File: src/rtl/cmp_sched_pkg.sv
// ============================================================================
// Module   : cmp_sched_pkg
// Brief    : Shared types and constants for comparator_scheduler.
// Revision : 1.0 - initial release
// ============================================================================
`default_nettype none

package cmp_sched_pkg;

    typedef enum logic [0:0] {
        IDLE = 1'b0,
        WAIT = 1'b1
    } state_t;

    localparam int STAT_W = 8;

    // Width needed to hold a requester index 0..n-1 (at least 1 bit).
    function automatic int id_w(input int n);
        int w;
        w = 1;
        while ((1 << w) < n) w++;
        return w;
    endfunction

endpackage

`default_nettype wire

File: src/rtl/comparator_scheduler_cmp_core.sv
// ============================================================================
// Module   : cmp_core
// Brief    : Unsigned magnitude compare, registered, CMP_LAT edges deep.
// Revision : 1.0 - initial release
// ============================================================================
`default_nettype none

module cmp_core #(
    parameter int NBITS   = 3,
    parameter int CMP_LAT = 1
) (
    input  logic             clk,
    input  logic             rst_n,
    input  logic [NBITS-1:0] a,
    input  logic [NBITS-1:0] b,
    output logic             gt,
    output logic             eq
);

    logic [CMP_LAT-1:0] r_gt;
    logic [CMP_LAT-1:0] r_eq;

    generate
        if (CMP_LAT == 1) begin : g_lat1
            always_ff @(posedge clk or negedge rst_n) begin
                if (!rst_n) begin
                    r_gt <= '0;
                    r_eq <= '0;
                end else begin
                    r_gt[0] <= (a > b);
                    r_eq[0] <= (a == b);
                end
            end
        end else begin : g_latn
            // First stage does the compare, the remaining stages only delay it.
            always_ff @(posedge clk or negedge rst_n) begin
                if (!rst_n) begin
                    r_gt <= '0;
                    r_eq <= '0;
                end else begin
                    r_gt <= {r_gt[CMP_LAT-2:0], (a > b)};
                    r_eq <= {r_eq[CMP_LAT-2:0], (a == b)};
                end
            end
        end
    endgenerate

    assign gt = r_gt[CMP_LAT-1];
    assign eq = r_eq[CMP_LAT-1];

endmodule

`default_nettype wire

File: src/rtl/comparator_scheduler.sv
// ============================================================================
// Module   : comparator_scheduler
// Brief    : Round-robin sharing of one pipelined comparator among NREQ
//            requesters. Optional per-requester grant counters are built
//            when CMP_SCHED_STATS_EN is defined.
// Revision : 1.0 - initial release
// ============================================================================
`default_nettype none

module comparator_scheduler
    import cmp_sched_pkg::*;
#(
    parameter int  NREQ    = 4,
    parameter int  NBITS   = 3,
    parameter int  CMP_LAT = 1,
    localparam int ID_W    = id_w(NREQ)
) (
    input  logic                  clk,
    input  logic                  rst_n,
    input  logic [NREQ-1:0]       req,
    input  logic [NREQ*NBITS-1:0] req_a,
    input  logic [NREQ*NBITS-1:0] req_b,
    output logic [NREQ-1:0]       grant,
    output logic                  res_valid,
    output logic [ID_W-1:0]       res_id,
    output logic                  res_gt,
    output logic                  res_eq,
    output logic                  busy
`ifdef CMP_SCHED_STATS_EN
    ,
    input  logic                  stat_clr,
    output logic [NREQ*STAT_W-1:0] stat_cnt
`endif
);

    localparam int CNT_W = 3;

    state_t             r_state;
    logic [ID_W-1:0]    r_rr_ptr;
    logic [ID_W-1:0]    r_id;
    logic [CNT_W-1:0]   r_cnt;

    logic [ID_W-1:0]    w_idx;
    logic [ID_W-1:0]    w_winner;
    logic [NBITS-1:0]   w_sel_a;
    logic [NBITS-1:0]   w_sel_b;
    logic               w_any;
    logic               w_core_gt;
    logic               w_core_eq;

    assign w_any = |req;

    // Scan from the farthest candidate to the nearest so the nearest set
    // request after rr_ptr is the one left standing.
    always_comb begin
        w_idx    = '0;
        w_winner = '0;
        w_sel_a  = '0;
        w_sel_b  = '0;
        for (int k = NREQ; k >= 1; k--) begin
            w_idx = ID_W'((int'(r_rr_ptr) + k) % NREQ);
            if (req[w_idx]) begin
                w_winner = w_idx;
                w_sel_a  = req_a[int'(w_idx)*NBITS +: NBITS];
                w_sel_b  = req_b[int'(w_idx)*NBITS +: NBITS];
            end
        end
    end

    // The core pipeline captures the winner's operands on the grant edge.
    cmp_core #(
        .NBITS   (NBITS),
        .CMP_LAT (CMP_LAT)
    ) u_cmp_core (
        .clk   (clk),
        .rst_n (rst_n),
        .a     (w_sel_a),
        .b     (w_sel_b),
        .gt    (w_core_gt),
        .eq    (w_core_eq)
    );

    always_ff @(posedge clk or negedge rst_n) begin
        if (!rst_n) begin
            r_state   <= IDLE;
            r_rr_ptr  <= ID_W'(NREQ - 1);
            r_id      <= '0;
            r_cnt     <= '0;
            grant     <= '0;
            busy      <= 1'b0;
            res_valid <= 1'b0;
            res_id    <= '0;
            res_gt    <= 1'b0;
            res_eq    <= 1'b0;
        end else begin
            grant     <= '0;
            res_valid <= 1'b0;
            case (r_state)
                IDLE: begin
                    if (w_any) begin
                        r_id     <= w_winner;
                        r_rr_ptr <= w_winner;
                        grant    <= NREQ'(1) << w_winner;
                        busy     <= 1'b1;
                        r_cnt    <= CNT_W'(CMP_LAT);
                        r_state  <= WAIT;
                    end
                end
                WAIT: begin
                    r_cnt <= r_cnt - 1'b1;
                    if (r_cnt == CNT_W'(1)) begin
                        res_valid <= 1'b1;
                        res_id    <= r_id;
                        res_gt    <= w_core_gt;
                        res_eq    <= w_core_eq;
                        busy      <= 1'b0;
                        r_state   <= IDLE;
                    end
                end
                default: r_state <= IDLE;
            endcase
        end
    end

`ifdef CMP_SCHED_STATS_EN
    generate
        for (genvar i = 0; i < NREQ; i++) begin : g_stat
            logic [STAT_W-1:0] r_stat;

            always_ff @(posedge clk or negedge rst_n) begin
                if (!rst_n) begin
                    r_stat <= '0;
                end else if (stat_clr) begin
                    r_stat <= '0;
                end else if (grant[i] && (r_stat != {STAT_W{1'b1}})) begin
                    r_stat <= r_stat + 1'b1;
                end
            end

            assign stat_cnt[i*STAT_W +: STAT_W] = r_stat;
        end
    endgenerate
`endif

endmodule

`default_nettype wire

File: config.mk
export PLATFORM = sky130hd
export DESIGN_NAME = comparator_scheduler
export DESIGN_NICKNAME = d
export VERILOG_FILES = /design/src/rtl/cmp_sched_pkg.sv /design/src/rtl/comparator_scheduler_cmp_core.sv /design/src/rtl/comparator_scheduler.sv
export SDC_FILE = /design/constraint.sdc
export NUM_CORES = 1
export LEC_CHECK = 0
export BUFFER_PORTS_ARGS = -buffer_cell sky130_fd_sc_hd__clkbuf_2
export CAP_MARGIN = 20
export CORE_MARGIN = 2
export CORE_UTILIZATION = 57
export DETAILED_ROUTE_END_ITERATION = 7
export MAX_ROUTING_LAYER = met4
export PLACE_DENSITY = 0.84
export SLEW_MARGIN = 20
export SYNTH_ARGS = -nofsm -noshare
export SYNTH_HDL_FRONTEND = slang
export SYNTH_SLANG_ARGS = --single-unit
File: constraint.sdc
create_clock -name clk -period 4.47 [get_ports clk]
set_input_delay 0.894 -clock clk [delete_from_list [all_inputs] [get_ports clk]]
set_output_delay 0.894 -clock clk [all_outputs]
set_load 0.05 [all_outputs]
# [After elaboration in Yosys (flattened, before gate mapping)]
# Cells that the tools add are included.
[word_totals] reg_bits=20 word_cells=76 out_inout_bits=10
[op_classes] eq_ne=4 n_addsub=5 n_mux=32 bitwise_logic=1 magnitude_cmp=5 multipliers=4 shift=9 reduce_logical=4
[ops] cell="indexed part select 12 x 32 -> 3 bit" count=4
[ops] cell="indexed part select 12 x 5 -> 3 bit" count=4
[ops] cell="two-way mux 3 bit" count=9
[ops] cell="multiplier 2 x 2 -> 4 bit, second input constant" count=4
[ops] cell="less-than comparator 2 x 3 -> 1 bit, second input constant" count=4
[ops] cell="two-way mux 1 bit" count=10
[ops] cell="binary-select mux 1 bit (select 2 bit)" count=4
[ops] cell="two-way mux 2 bit" count=4
[ops] cell="two-way mux 4 bit" count=2
[ops] cell="one-hot mux 3 bit (2 select lines)" count=1
[ops] cell="AND reduction 2 bit" count=3
[ops] cell="adder 2 x 1 -> 2 bit, second input constant" count=2
[ops] cell="adder 2 bit, second input constant" count=2
[ops] cell="one-hot mux 1 bit (2 select lines)" count=2
[ops] cell="OR reduction 4 bit" count=1
[ops] cell="left shift 1 x 2 -> 4 bit, first input constant" count=1
[ops] cell="== test 3 x 1 -> 1 bit, second input constant" count=1
[ops] cell="== test 3 bit" count=1
[ops] cell="greater-than comparator 3 bit" count=1
[ops] cell="subtractor 3 x 1 -> 3 bit, second input constant" count=1
[ops] cell="!= test 2 x 1 -> 1 bit, second input constant" count=1
[ops] cell="!= test 2 bit, second input constant" count=1
[ops] cell="NOT 1 bit" count=1

# [Longest topological paths before layout]
[logic_depth] depth_word=10 ltp_mapped=11 ltp_nobuf=8

# [Hierarchy]
# Synthesis repeated with hierarchy kept, for this count alone.
[hier_totals] cells_unflattened=209 area_unflattened_um2=1769.2
[by_module_without_submodules] mod="comparator_scheduler" instances=1 area_each_um2=1637.8 cells_per_inst=197
[by_module_without_submodules] mod="cmp_core" instances=1 area_each_um2=131.4 cells_per_inst=12

# [Worst setup path before layout]
# No wires, ideal clock.
[synth_timing] kind="input -> register" startpoint="input req[0]" endpoint="register u_cmp_core.r_gt, in the netlist u_cmp_core.gt" cell_stages=8 t_required_ps=4393 setup_slack_ps=1787 path_buffers=1 t_arrival_ps=2606 cell_sequence="buf_2 > mux4_2 > a211o_1 > a31oi_1 > nor3_1 > ha_1 > and3_1 > a21oi_1"
[synth_via] elab_chain_len=7 elab_cells_between_ends=17 cone_classes="1 x order compare; 16 x mux"
[synth_rtl] item="start: declaration" line_no="comparator_scheduler.sv:20" source="input logic [NREQ-1:0] req,"
[synth_rtl] item="binary-select mux 1 bit (select 2 bit)" line_no="comparator_scheduler.sv:62" source="if (req[w_idx]) begin"
[synth_rtl] item="two-way mux 1 bit (implied by the code)" line_no="comparator_scheduler.sv:62"
[synth_rtl] item="two-way mux 3 bit (4 in a row)" line_no="comparator_scheduler.sv:62"
[synth_rtl] item="greater-than comparator 3 bit (*)" line_no="comparator_scheduler_cmp_core.sv:30" source="r_gt[0] <= (a > b);"
[synth_rtl] item="end: declaration" line_no="comparator_scheduler_cmp_core.sv:20" source="logic [CMP_LAT-1:0] r_gt;"
# Mark *: on every way between the ends. The rest lies on a longest branch, timed or not. The select of a mux whose other input is x is not followed.
# A chain may end at the register's enable or synchronous reset.

# [Worst setup path in the final report]
[layout_timing] startpoint="register r_rr_ptr[0]" endpoint="register u_cmp_core.r_gt, in the netlist u_cmp_core.gt"
[layout_via] elab_chain_len=8 elab_cells_between_ends=33 cone_classes="4 x add/sub; 4 x mul; 1 x order compare; 8 x shift; 16 x mux"
[layout_rtl] item="start: declaration" line_no="comparator_scheduler.sv:39" source="logic [ID_W-1:0] r_rr_ptr;"
[layout_rtl] item="start signal: assignment" line_no="comparator_scheduler.sv:86" source="r_rr_ptr <= ID_W'(NREQ - 1);"
[layout_rtl] item="start signal: assignment" line_no="comparator_scheduler.sv:102" source="r_rr_ptr <= w_winner;"
[layout_rtl] item="adder 2 x 1 -> 2 bit" line_no="comparator_scheduler.sv:61" source="w_idx = ID_W'((int'(r_rr_ptr) + k) % NREQ);"
[layout_rtl] item="multiplier 2 x 2 -> 4 bit / binary-select mux 1 bit (select 2 bit) (equally long branches)" line_no="comparator_scheduler.sv:64, comparator_scheduler.sv:65, comparator_scheduler.sv:62"
[layout_rtl] item="indexed part select 12 x 32 -> 3 bit (tied with other cells)" line_no="comparator_scheduler.sv:64" source="w_sel_a = req_a[int'(w_idx)*NBITS +: NBITS];"
[layout_rtl] item="two-way mux 3 bit (4 in a row)" line_no="comparator_scheduler.sv:62"
[layout_rtl] item="greater-than comparator 3 bit (*)" line_no="comparator_scheduler_cmp_core.sv:30"
# Marks and branches as above.

==> metrics.yaml <==
worst_setup_path:
  required_ps: 4670
  endpoint_kind: "flop"
  startpoint_type: "flop"
  cp_max_fo: 30
  path_class: "reg2reg"
  worst-endpoint-arrival_ps: 3240
clock_network:
  cts_hold_buf: 0
  cts_buffer_depth: 2
  numCtsBuffers: 3
  cts.reportedPaths.clkPinSlew_ps: 110
  cts_tree: "built"
  cts.sinks: 20
  post_cts_buffers: 0
  cts_max_level: 1
  clockRootBuffer: "clkbuf_4"
  cts.repair.resized: 0
  clk_latency_ps: 310
timing:
  final_max_slew_viol_count: 0
  grt_setup_unrepaired: "false"
  worst_pin_slew_ps: 732
  timing.final.crit_share_pct: 68.0
  whs_ps: 447
  hold_viol: 0
  tns_ps: 0
  slew_headroom_pct: 51.2
  setup_violations: 0
  skew_ps: 1.50
  period_minus_slack_ps: 3040
  max_freq_ghz: 0.329
grt:
  grt_pass1_vias: 1393
  grt_max_degree: 38
  grt_pass1_wl_um: 6430
  grt_overflow: 0
  antenna_found_initial: 0
  track_usage_pct: 23.5
synthesis:
  ys_ff_latch: 20
  synthCells: 193
  syn_area_per_cell_um2: 9.66
  synth_edf_count: 0
  async_reset_ff_share_pct: 100
  synthFlopType: "dfrtp_1"
  synth_warnings: 0
  syn_area_um2: 1860
  syn-num-nets: 228
  yosysUniqueCellTypes: 47
  seq_area_frac_synth_pct: 27.0
detailed_routing:
  drc: 0
  drt_wl_total_um: 4070
  dr_total_vias: 1677
  viasPerCell: 6.30
  initialDrtViolationCount: 108
  wl_per_cell_um: 15.3
  antenna_left: 0
  firstDrtPassIters: 4
hold_path:
  hold_path.class: "reg2reg"
power_and_ir_drop:
  power_density_nw_per_um2: 691
  p_leak_nw: 0.934
  ir_worst_vdd_mv: 0.310
  finalPower_mw: 1.43
outcome:
  status: "finished, final reports clean"
run:
  maxCapViolCount: 0
floorplanning:
  core-area_um2: 3080
  start_util_pct: 60.6
  io_pins: 40
  die_w_um: 61.2
  dieArea_um2: 3740
  die_h_um: 61.2
  num_rows: 20
cells_and_area:
  nets: 258
  area_growth_pct: 11.2
  final_cell_mix: "39 x clkbuf_2, 19 x nand2_1, 18 x dfrtp_1"
  layout-drive-gt1-share_pct: 29.7
  final_common_cell: "clkbuf_2"
  diodes: 0
  fin_util_pct: 67.4
  finalNonFillerCells: 266
placed_design:
  gp_congestion: 0.826
  dp_hpwl_um: 2980
  placed_cells: 262
  place.port_buffers: 39
==> worst paths after layout <==
check | start | endpoint | slack [ps] | cells past startpoint
max reg2reg | r_rr_ptr[0] | u_cmp_core.gt | 1430 | 9
min reg2reg | u_cmp_core.gt | res_gt | 450 | 2
min in group asynchronous | rst_n | res_id[0] | 520 | 1
max in group asynchronous | rst_n | r_rr_ptr[0] | 3600 | 1
max | r_rr_ptr[0] | u_cmp_core.gt | 1430 | 9
min | u_cmp_core.gt | res_gt | 450 | 2
==> flip-flops by register name, summed over array words and instances (netlist names) <==
register	count
busy	1
grant	4
r_cnt	3
r_id	2
r_rr_ptr	2
r_state	1
res_eq	1
res_gt	1
res_id	2
res_valid	1
u_cmp_core.eq	1
u_cmp_core.gt	1
==> critical path, cell delays in order (launching register included) <==
cell,delay (ps)
dfstp_2,930
buf_4,360
mux4_2,530
nand2_1,70
o21ai_0,80
o31ai_1,320
ha_1,300
nor2b_1,130
o21ai_0,130
a21oi_1,90
==> cells by family after synthesis <==
logic type	synth area share, %
flops	27.0
xor+xnor	0.470
buf+inv	7.25
mux	24.0
compound gates	20.2
fa+ha+maj	3.36
simple gates	17.8
==> metrics by stage <==
step                      area (um^2)  setup WS (ps)
final                            2070           1430
after global routing             2070           1270
after CTS                        2070           1400
after detailed placement         2020           1410
after global placement           2020           1490
after floorplan                  1860           1790
==> synthesized netlist by cell type, types with 4 or more instances <==
cell	n	area [um^2]
nand2_1	19	71.3
dfrtp_1	18	450
mux4_2	14	315
nor2_1	14	52.6
o21ai_0	14	70.1
inv_1	8	30.0
a31oi_1	7	43.8
buf_2	6	30.0
mux2i_1	6	60.1
nor2b_1	6	37.5
nor3_1	6	30.0
ha_1	5	62.6
o211ai_1	5	37.5
buf_4	4	30.0
mux2_2	4	45.0
nor3b_1	4	30.0
o221ai_1	4	35.0
o22ai_1	4	25.0
==> per-layer routing <==
layer	up-vias	GRT usage (%)	share of wire (%)
met5	-	-	0
met4	0	4.97	0.69
met3	5	3.78	5.9
met2	59	33.4	47
met1	813	35.4	46
li1	800	-	-
==> where the power goes <==
part	switching, mW	internal, mW	total, mW
sequential	0.128	0.265	0.394
clock	0.0558	0.0907	0.147
combinational	0.479	0.414	0.893
==> area by class of cell <==
type                    instances  area [um^2]
well taps                      44         55.1
inverters                       9         33.8
repair buffers                 40          203
clock inverters                 1         30.0
fillers                       282         1000
clock buffers                   3         22.5
multi-input cells             149         1230
flip-flops and latches         20          503
Note: power is estimated with default switching activity, not from simulation.
